File: config.mk
export PLATFORM = sky130hd
export DESIGN_NAME = can_tx_stuff
export DESIGN_NICKNAME = d
export VERILOG_FILES = /design/src/rtl/can_tx_stuff.sv
export SDC_FILE = /design/constraint.sdc
export NUM_CORES = 1
export LEC_CHECK = 0
export ABC_AREA = 1
export CORE_MARGIN = 5
export CORE_UTILIZATION = 47
export CTS_CLUSTER_DIAMETER = 40
export DETAILED_ROUTE_END_ITERATION = 10
export HOLD_SLACK_MARGIN = 0.03
export PLACE_DENSITY = 0.72
export SYNTH_ARGS = -nofsm -noshare
export SYNTH_HDL_FRONTEND = slang
export SYNTH_SLANG_ARGS = --single-unit
File: constraint.sdc
create_clock -name clk -period 1.4 [get_ports clk]
set_input_delay 0.28 -clock clk [delete_from_list [all_inputs] [get_ports clk]]
set_output_delay 0.28 -clock clk [all_outputs]
set_load 0.01 [all_outputs]
File: src/rtl/can_tx_stuff.sv
// CAN bit-stream transmitter: drives frame bits on tx at tx_point, inserting
// dynamic stuff bits and FD fixed stuff bits, and checks each driven bit at
// sample_point. All outputs are registered; tx/data_ready follow tx_point by one clk.
module can_tx_stuff (
  input  logic       clk,
  input  logic       rst,
  input  logic       tx_point,
  input  logic       sample_point,
  input  logic       sampled_bit,
  input  logic       tx_start,
  input  logic       abort,
  input  logic       data_bit,
  input  logic       data_last,
  input  logic       data_valid,
  output logic       data_ready,
  input  logic       stuff_en,
  input  logic       fixed_stuff,
  input  logic       arb,
  input  logic       ack_slot,
  output logic       tx,
  output logic       busy,
  output logic       bit_err,
  output logic       arb_lost,
  output logic [2:0] stuff_cnt
);

  typedef enum logic [1:0] {IDLE, RUN, STUFF} state_t;

  state_t     state_q, state_d;
  logic       tx_q, tx_d;
  logic       busy_q, busy_d;
  logic       data_ready_q, data_ready_d;
  logic       bit_err_q, bit_err_d;
  logic       arb_lost_q, arb_lost_d;
  logic [2:0] stuff_cnt_q, stuff_cnt_d;
  logic [2:0] same_cnt_q, same_cnt_d;
  logic [2:0] fix_cnt_q, fix_cnt_d;
  logic       last_tx_q, last_tx_d;
  logic       pend_q, pend_d;          // a stuff bit goes out at the next tx_point
  logic       pend_dyn_q, pend_dyn_d;  // pending stuff is dynamic (counted) vs fixed
  logic       last_done_q, last_done_d;  // the data_last bit has been driven
  logic       fixed_prev_q, fixed_prev_d;  // fixed_stuff seen at the previous tx_point

  logic       fix_rise;
  logic       check;
  logic       lose_arb;
  logic [2:0] same_nxt;

  // Next-state: abort beats everything, then arbitration loss, then tx_point work.
  always_comb begin
    state_d      = state_q;
    tx_d         = tx_q;
    data_ready_d = 1'b0;
    bit_err_d    = 1'b0;
    arb_lost_d   = 1'b0;
    stuff_cnt_d  = stuff_cnt_q;
    same_cnt_d   = same_cnt_q;
    fix_cnt_d    = fix_cnt_q;
    last_tx_d    = last_tx_q;
    pend_d       = pend_q;
    pend_dyn_d   = pend_dyn_q;
    last_done_d  = last_done_q;
    fixed_prev_d = fixed_prev_q;
    // A rise after the last bit is irrelevant: the frame is already closing.
    fix_rise     = fixed_stuff & ~fixed_prev_q & ~last_done_q;
    check        = sample_point & busy_q & ~ack_slot;
    lose_arb     = check & arb & tx_q & ~sampled_bit;
    // Saturate so long unstuffed runs never wrap back through 5.
    same_nxt     = (data_bit != last_tx_q) ? 3'd1 :
                   (same_cnt_q == 3'd7)    ? 3'd7 : same_cnt_q + 3'd1;

    if (abort) begin
      state_d     = IDLE;
      tx_d        = 1'b1;
      pend_d      = 1'b0;
      last_done_d = 1'b0;
    end else if (state_q == IDLE) begin
      if (tx_start) begin
        state_d      = RUN;
        same_cnt_d   = 3'd0;
        fix_cnt_d    = 3'd0;
        stuff_cnt_d  = 3'd0;
        last_tx_d    = 1'b1;
        pend_d       = 1'b0;
        pend_dyn_d   = 1'b0;
        last_done_d  = 1'b0;
        fixed_prev_d = 1'b0;
      end
    end else if (lose_arb) begin
      arb_lost_d  = 1'b1;
      state_d     = IDLE;
      tx_d        = 1'b1;
      pend_d      = 1'b0;
      last_done_d = 1'b0;
    end else begin
      // Other mismatches only flag; the bit-stream processor answers with abort.
      if (check && (sampled_bit != tx_q)) begin
        bit_err_d = 1'b1;
      end
      if (tx_point) begin
        fixed_prev_d = fixed_stuff;
        if (last_done_q && !pend_q) begin
          state_d     = IDLE;
          tx_d        = 1'b1;
          last_done_d = 1'b0;
        end else if (pend_q || fix_rise) begin
          state_d    = STUFF;
          tx_d       = ~last_tx_q;
          last_tx_d  = ~last_tx_q;
          same_cnt_d = 3'd1;
          pend_d     = 1'b0;
          if (pend_q && pend_dyn_q) begin
            stuff_cnt_d = stuff_cnt_q + 3'd1;
          end
          if (fix_rise || (pend_q && !pend_dyn_q)) begin
            fix_cnt_d = 3'd0;
          end
        end else if (data_valid) begin
          state_d      = RUN;
          tx_d         = data_bit;
          last_tx_d    = data_bit;
          data_ready_d = 1'b1;
          last_done_d  = data_last;
          same_cnt_d   = same_nxt;
          if (fixed_stuff) begin
            if (fix_cnt_q == 3'd3) begin
              pend_d     = 1'b1;
              pend_dyn_d = 1'b0;
              fix_cnt_d  = 3'd0;
            end else begin
              fix_cnt_d = fix_cnt_q + 3'd1;
            end
          end else if (stuff_en && (same_nxt == 3'd5)) begin
            pend_d     = 1'b1;
            pend_dyn_d = 1'b1;
          end
        end else begin
          // Underrun: hold recessive without touching the stuff counters.
          state_d = RUN;
          tx_d    = 1'b1;
        end
      end
    end
    busy_d = (state_d != IDLE);
  end

  // State and output registers; reset releases the bus immediately.
  always_ff @(posedge clk or posedge rst) begin
    if (rst) begin
      state_q      <= IDLE;
      tx_q         <= 1'b1;
      busy_q       <= 1'b0;
      data_ready_q <= 1'b0;
      bit_err_q    <= 1'b0;
      arb_lost_q   <= 1'b0;
      stuff_cnt_q  <= 3'd0;
      same_cnt_q   <= 3'd0;
      fix_cnt_q    <= 3'd0;
      last_tx_q    <= 1'b1;
      pend_q       <= 1'b0;
      pend_dyn_q   <= 1'b0;
      last_done_q  <= 1'b0;
      fixed_prev_q <= 1'b0;
    end else begin
      state_q      <= state_d;
      tx_q         <= tx_d;
      busy_q       <= busy_d;
      data_ready_q <= data_ready_d;
      bit_err_q    <= bit_err_d;
      arb_lost_q   <= arb_lost_d;
      stuff_cnt_q  <= stuff_cnt_d;
      same_cnt_q   <= same_cnt_d;
      fix_cnt_q    <= fix_cnt_d;
      last_tx_q    <= last_tx_d;
      pend_q       <= pend_d;
      pend_dyn_q   <= pend_dyn_d;
      last_done_q  <= last_done_d;
      fixed_prev_q <= fixed_prev_d;
    end
  end

  assign tx         = tx_q;
  assign busy       = busy_q;
  assign data_ready = data_ready_q;
  assign bit_err    = bit_err_q;
  assign arb_lost   = arb_lost_q;
  assign stuff_cnt  = stuff_cnt_q;

endmodule

=== After elaboration in Yosys (flattened, before gate mapping) ===
Cells that the tools add are included.

* Flip-flop bits (word level): 21
* Output and inout port bits: 8

* $add $sub $neg: 3
* Eq/ne operators: 16
* Multiplexer cells: 88
* Bitwise logic cells: 13
* Reduce and logical (&&, ||, !) cells: 31

{| class="wikitable"
|+ Operator list
! cell !! number
|-
| 2-to-1 mux 3 bit || 24
|-
| 2-to-1 mux 1 bit || 57
|-
| 2-to-1 mux 2 bit || 7
|-
| AND reduction 6 bit || 2
|-
| nonzero test 3 bit || 4
|-
| nonzero test 2 bit || 5
|-
| nonzero test 5 bit || 2
|-
| adder 3 x 1 -> 3 bit (second input constant) || 3
|-
| AND reduction 9 bit || 1
|-
| inequality test 2 bit (second input constant) || 4
|-
| AND reduction 4 bit || 2
|-
| AND reduction 8 bit || 1
|-
| AND 1 bit || 7
|-
| AND reduction 7 bit || 1
|-
| equality test 3 bit (second input constant) || 2
|-
| inequality test 6 x 2 -> 1 bit (second input constant) || 1
|-
| inverter 1 bit || 6
|-
| nonzero test 6 bit || 1
|-
| logical AND 1 bit || 5
|-
| inequality test 5 bit (second input constant) || 1
|-
| inequality test 4 bit (second input constant) || 1
|-
| nonzero test 4 bit || 1
|-
| equality test 3 x 2 -> 1 bit (second input constant) || 1
|-
| inequality test 3 x 1 -> 1 bit (second input constant) || 1
|-
| 8 further kinds || 11
|}

=== Logic depth before layout (Yosys ltp) ===
Gate-level depths: netlist (run 1).

* Depth in word-level cells: 14
* Mapped depth: 10

=== Worst setup path after synthesis (run 1) ===
OpenSTA, ideal clock, no wires.

* Path kind: register -> register
* From: reg tx_q (netlist: tx)
* To: reg busy_q (netlist: busy)
* Arrival: 1.248 ns
* Data required time: 1.273 ns
* Slack: 0.025 ns
* Stages on the path, launching flop included: 10
* Path buffers: 0
* Cell sequence: dfstp_2 nand2_1 nor2_1 nand2_2 nand2_2 inv_1 nand2_2 o21ai_1 nand2_1 o21ai_0

* Word-level cells in the longest chain between the ends: 6

{| class="wikitable"
|+ Ends and longest elaborated chain
! element !! line !! RTL
|-
| start: declaration || 30 || <nowiki>logic tx_q, tx_d;</nowiki>
|-
| start signal: assignment || 166 || <nowiki>tx_q <= tx_d;</nowiki>
|-
| AND 1 bit (2 in a row) || 67 || <nowiki>lose_arb = check & arb & tx_q & ~sampled_bit;</nowiki>
|-
| 2-to-1 mux 2 bit || 89 || <nowiki>end else if (lose_arb) begin</nowiki>
|-
| 2-to-1 mux 2 bit || 77 || <nowiki>end else if (state_q == IDLE) begin</nowiki>
|-
| 2-to-1 mux 2 bit || 72 || <nowiki>if (abort) begin</nowiki>
|-
| nonzero test 2 bit || 144 || <nowiki>busy_d = (state_d != IDLE);</nowiki>
|-
| via busy_d || 31 || <nowiki>logic busy_q, busy_d;</nowiki>
|-
| end signal: assignment || 167 || <nowiki>busy_q <= busy_d;</nowiki>
|-
| end: declaration || 31 ||
|}

The timed path passes the listed nets, and every way through them passes these cells.
A chain may end at the register's enable or synchronous reset.

=== Final worst setup path (run 1) ===
* From: reg state_q[1]
* To: reg pend_dyn_q

* Word-level cells in the longest chain between the ends: 3
* Elaborated cells between the ends (all ways): 11
* Those cells by class: eq/ne (5); mux (1); reduce/logical (5)

{| class="wikitable"
|+ Ends and longest elaborated chain
! element !! line !! RTL
|-
| start: declaration || 29 || <nowiki>state_t state_q, state_d;</nowiki>
|-
| start signal: assignment || 165 || <nowiki>state_q <= state_d;</nowiki>
|-
| zero test 2 bit * || 77 ||
|-
| inequality test 3 x 1 -> 1 bit (no source line), or another cell as far along || n/a ||
|-
| AND reduction 9 bit (no source line) || n/a ||
|-
| end signal: assignment || 176 || <nowiki>pend_dyn_q <= pend_dyn_d;</nowiki>
|-
| end: declaration || 40 || <nowiki>logic pend_dyn_q, pend_dyn_d;</nowiki>
|}

Every way passes the cells marked *; elsewhere a longest branch is shown, timed or not.

==> impl_metrics.env, run 1 <==
export IMPL_clock_transition_at_the_registers_of_the_reported_paths_ns=0.12
export IMPL_maxCapViolCount=0
export IMPL_fp_coreArea_sq_um=2760
export IMPL_cp_top_family="simple AND/OR/NAND/NOR gates"
export IMPL_worstPathBufferInverterCount=2
export IMPL_first_pass_iters=4
export IMPL_synth_top_area_frac=0.351
export IMPL_antenna_found_initial=0
export IMPL_vdd_ir_drop_worst_v=0.000778
export IMPL_num_rows=19
export IMPL_post_drt_wl_per_cell_um=13.2
export IMPL_first_iter_violations=64
export IMPL_r2r_end="pend_dyn_q$_DFFE_PP0P_"
export IMPL_power_density_nw_per_um2=1030
export IMPL_finish_instance_area_sq_um=1990
export IMPL_via_count_of_the_first_global_routing_pass=1474
export IMPL_clockRootBuffer="clkbuf_4"
export IMPL_cts_buffers_inserted=3
export IMPL_initial_core_util=0.491
export IMPL_drt_wl_total_mm=3.67
export IMPL_timing_reg2reg_setup_slack_ns=-0.06
export IMPL_relSlewSlack=0.754
export IMPL_hold_viol_final=0
export IMPL_synth_warning_count=0
export IMPL_postSynthAreaPerCell_sq_um=7.24
export IMPL_synth_largest_area_cell="dfrtp_1"
export IMPL_worst_ep_required_time_ns=1.61
export IMPL_routed_antenna_nets=0
export IMPL_fp_dieArea_sq_um=4050
export IMPL_grt_max_degree=22
export IMPL_largest_fanout_of_any_net_on_the_critical_path=6
export IMPL_synthToLayoutAreaGrowth_pct=46.7
export IMPL_timing_final_max_slew_violations=0
export IMPL_r2r_start="state_q[1]$_DFF_PP0_"
export IMPL_clock_insertion_delay_worst_skew_ns=0.31
export IMPL_htree_num_levels=1
export IMPL_timing_worst_slew_pin_value_ns=0.366
export IMPL_postPlaceCellArea_sq_um=1770
export IMPL_holdBufCountCts=0
export IMPL_crit_path_kind="flip-flop to flip-flop"
export IMPL_synth_async_reset_ratio=1.00
export IMPL_fmaxAchievable_mhz=684
export IMPL_finalHoldWorstSlack_ns=0.290
export IMPL_clockBufferDepth=2
export IMPL_global_route_usage_total=0.192
export IMPL_netlist_top_cells_count="nand2_1 (50), inv_1 (24), nor2_1 (24), dfrtp_1 (19), nand3_1 (15)"
export IMPL_worst_r2r_cell_count=9
export IMPL_place_gp_congestion=0.877
export IMPL_ys_seq_elements=21
export IMPL_period_share=1.04
export IMPL_worst_path_max_delay_cell="dfrtp_1"
export IMPL_final_setup_violation_count=13
export IMPL_rsz0062_at_grt="yes"
export IMPL_seq_area_frac_synth=0.390
export IMPL_final_fill_count=212
export IMPL_cts_tree="yes"
export IMPL_timing_critical_path_cells="nor2_4 > buf_4 > nor2_4 > inv_1 > nand3_1 > nor2_2 > nand2_2 > nand2_2 > nand2_2"
export IMPL_netlist_cell_type_count=26
export IMPL_vias_per_cell=4.98
export IMPL_netlist_instances=187
export IMPL_io_pins=22
export IMPL_die_outline_width_um=63.7
export IMPL_path_common_cell="nand2_2"
export IMPL_synth_top_cells_by_area="dfrtp_1 (35%), nand2_1 (14%), inv_1 (6.7%), nor2_1 (6.7%), nand3_1 (5.5%)"
export IMPL_worstHoldPathType="input port to async pin"
export IMPL_run_status="finished with violations"
export IMPL_worst_clock_skew_ns=0.00219
export IMPL_total_leakage_power_nw=1.04
export IMPL_edff_count_synth=0
export IMPL_final_layout_size_suffix_gt1_frac=0.352
export IMPL_final_critical_path_setup_slack_ns=-0.0626
export IMPL_vias=1385
export IMPL_post_route_min_period_ns=1.46
export IMPL_net_count_after_synthesis=204
export IMPL_worst_setup_path_end_kind="flip-flop"
export IMPL_dominantRegCellSynth="dfrtp_1"
export IMPL_clock_sink_count=21
export IMPL_antenna_cells=0
export IMPL_route_detailed_drc=0
export IMPL_fin_nets=265
export IMPL_start_kind="flip-flop"
export IMPL_failed_checks="negative setup slack"
export IMPL_critical_path_arrival_ns=1.67
export IMPL_placement_io_buffers=21
export IMPL_gr_total_overflow=0
export IMPL_grt_first_pass_wirelength_mm=6.35
export IMPL_die_h_um=63.7
export IMPL_synthMostInstantiatedCell="nand2_1"
export IMPL_dp_hpwl_mm=2.64
export IMPL_slowest_delay_ns=0.43
export IMPL_synthesis_area_sq_um=1350
-- worst reg2reg max path, stage by stage, from the launching register on --
cell     delay, ns
dfrtp_1       0.43
nor2_4        0.24
buf_4         0.17
nor2_4        0.05
inv_1         0.07
nand3_1       0.09
nor2_2        0.15
nand2_2       0.07
nand2_2       0.06
nand2_2       0.05
-- flip-flops by register name, summed over array words and instances, names as in the netlist, 2 cells and up --
signal      flops
same_cnt_q      3
state_q         2
stuff_cnt       3
fix_cnt_q       3
-- metal layers --
layer / wire, um / vias to the layer above / share of wire / track usage
met3: 122 / 4 / 0.033 / 0.0355
met1: 1590 / 638 / 0.43 / 0.233
met5: 0 / - / 0 / 0
li1: - / 710 / - / -
met2: 1930 / 33 / 0.53 / 0.338
met4: 30 / 0 / 0.0082 / 0.0649
-- report_power, final --
| part | internal (mW) | total, mW | switching, mW |
|---|---|---|---|
| Sequential | 0.703 | 0.761 | 0.0573 |
| Clock | 0.111 | 0.303 | 0.192 |
| Combinational | 0.451 | 0.984 | 0.533 |
| Total | 1.27 | 2.05 | 0.783 |
-- timing repair --
item                                   in CTS  in global routing
endpoints found under the hold margin       0                  0
gates resized for setup                    29                 22
gates cloned                                1                  0
buffers inserted                            8                  3
setup endpoints to repair                  25                 21
pin swaps                                  12                 17
-- logic make-up after synthesis --
family                   count (synthesis)  share of synthesized area
AND/OR/NAND/NOR                        114                      0.404
buffers and inverters                   27                     0.0878
AO/OA/AOI/OAI                           22                     0.0906
flip-flops                              21                      0.390
adder cells (fa/ha/maj)                  3                     0.0277
-- cells in the final DEF (no fill, tap or decap), types with 4 or more instances in the layout --
| cell | n |
|---|---|
| nand2_1 | 39 |
| buf_4 | 32 |
| inv_1 | 21 |
| nor2_1 | 19 |
| dfrtp_1 | 19 |
| nand2_2 | 15 |
| nand3_1 | 14 |
| clkdlybuf4s50_1 | 13 |
| dlygate4sd2_1 | 7 |
| o21ai_0 | 6 |
| o21ai_1 | 6 |
| nor2_2 | 5 |
| nor2_4 | 4 |
| a21oi_1 | 4 |
| or2_2 | 4 |
| buf_6 | 4 |
-- per-stage QoR --
stage	worst slack [ns]	setup TNS, ns	utilization	power, mW	cells
global route	-0.176	-1.89	0.720	2.20	278
finish	-0.0626	-0.429	0.720	2.05	278
detailed placement	-0.374	-5.36	0.642	1.56	262
floorplan	0.0249	0	-	1.24	187
CTS	-0.0598	-0.499	0.692	1.94	275
global placement	-0.334	-4.86	0.642	1.54	262
-- how the worst max path moves through the flow --
| stage | start | end | cells after the start |
|---|---|---|---|
| finish | state_q[1]$_DFF_PP0_ | pend_dyn_q$_DFFE_PP0P_ | 9 |
| global route | same_cnt_q[1]$_DFFE_PP0P_ | pend_q$_DFFE_PP0P_ | 9 |
| CTS | tx$_DFFE_PP1P_ | busy$_DFF_PP0_ | 9 |
| detailed placement | sample_point | busy$_DFF_PP0_ | 10 |
| global placement | sample_point | busy$_DFF_PP0_ | 10 |
| floorplan | tx$_DFFE_PP1P_ | busy$_DFF_PP0_ | 9 |
-- area by class of cell --
cell class | count | area [sq um] | share of cell area
Timing Repair Buffer | 56 | 477 | 0.240
Timing Repair inverter | 1 | 3.75 | 0.00189
Inverter | 26 | 108 | 0.0542
Multi-Input combinational cell | 139 | 805 | 0.405
Tap cell | 31 | 38.8 | 0.0195
Clock buffer | 4 | 26.3 | 0.0132
Sequential cell | 21 | 528 | 0.266
Power figures use the tool's default switching activity.
==> run 2: changes to the inputs <==
--- a/config.mk
+++ b/config.mk
@@ -8,7 +8,6 @@
 export ABC_AREA = 1
 export CORE_MARGIN = 5
 export CORE_UTILIZATION = 47
-export CTS_CLUSTER_DIAMETER = 40
 export DETAILED_ROUTE_END_ITERATION = 10
 export HOLD_SLACK_MARGIN = 0.03
 export PLACE_DENSITY = 0.72
==> results of run 2 <==
No change in the layout: final DEF, timing and power equal those of run 1.
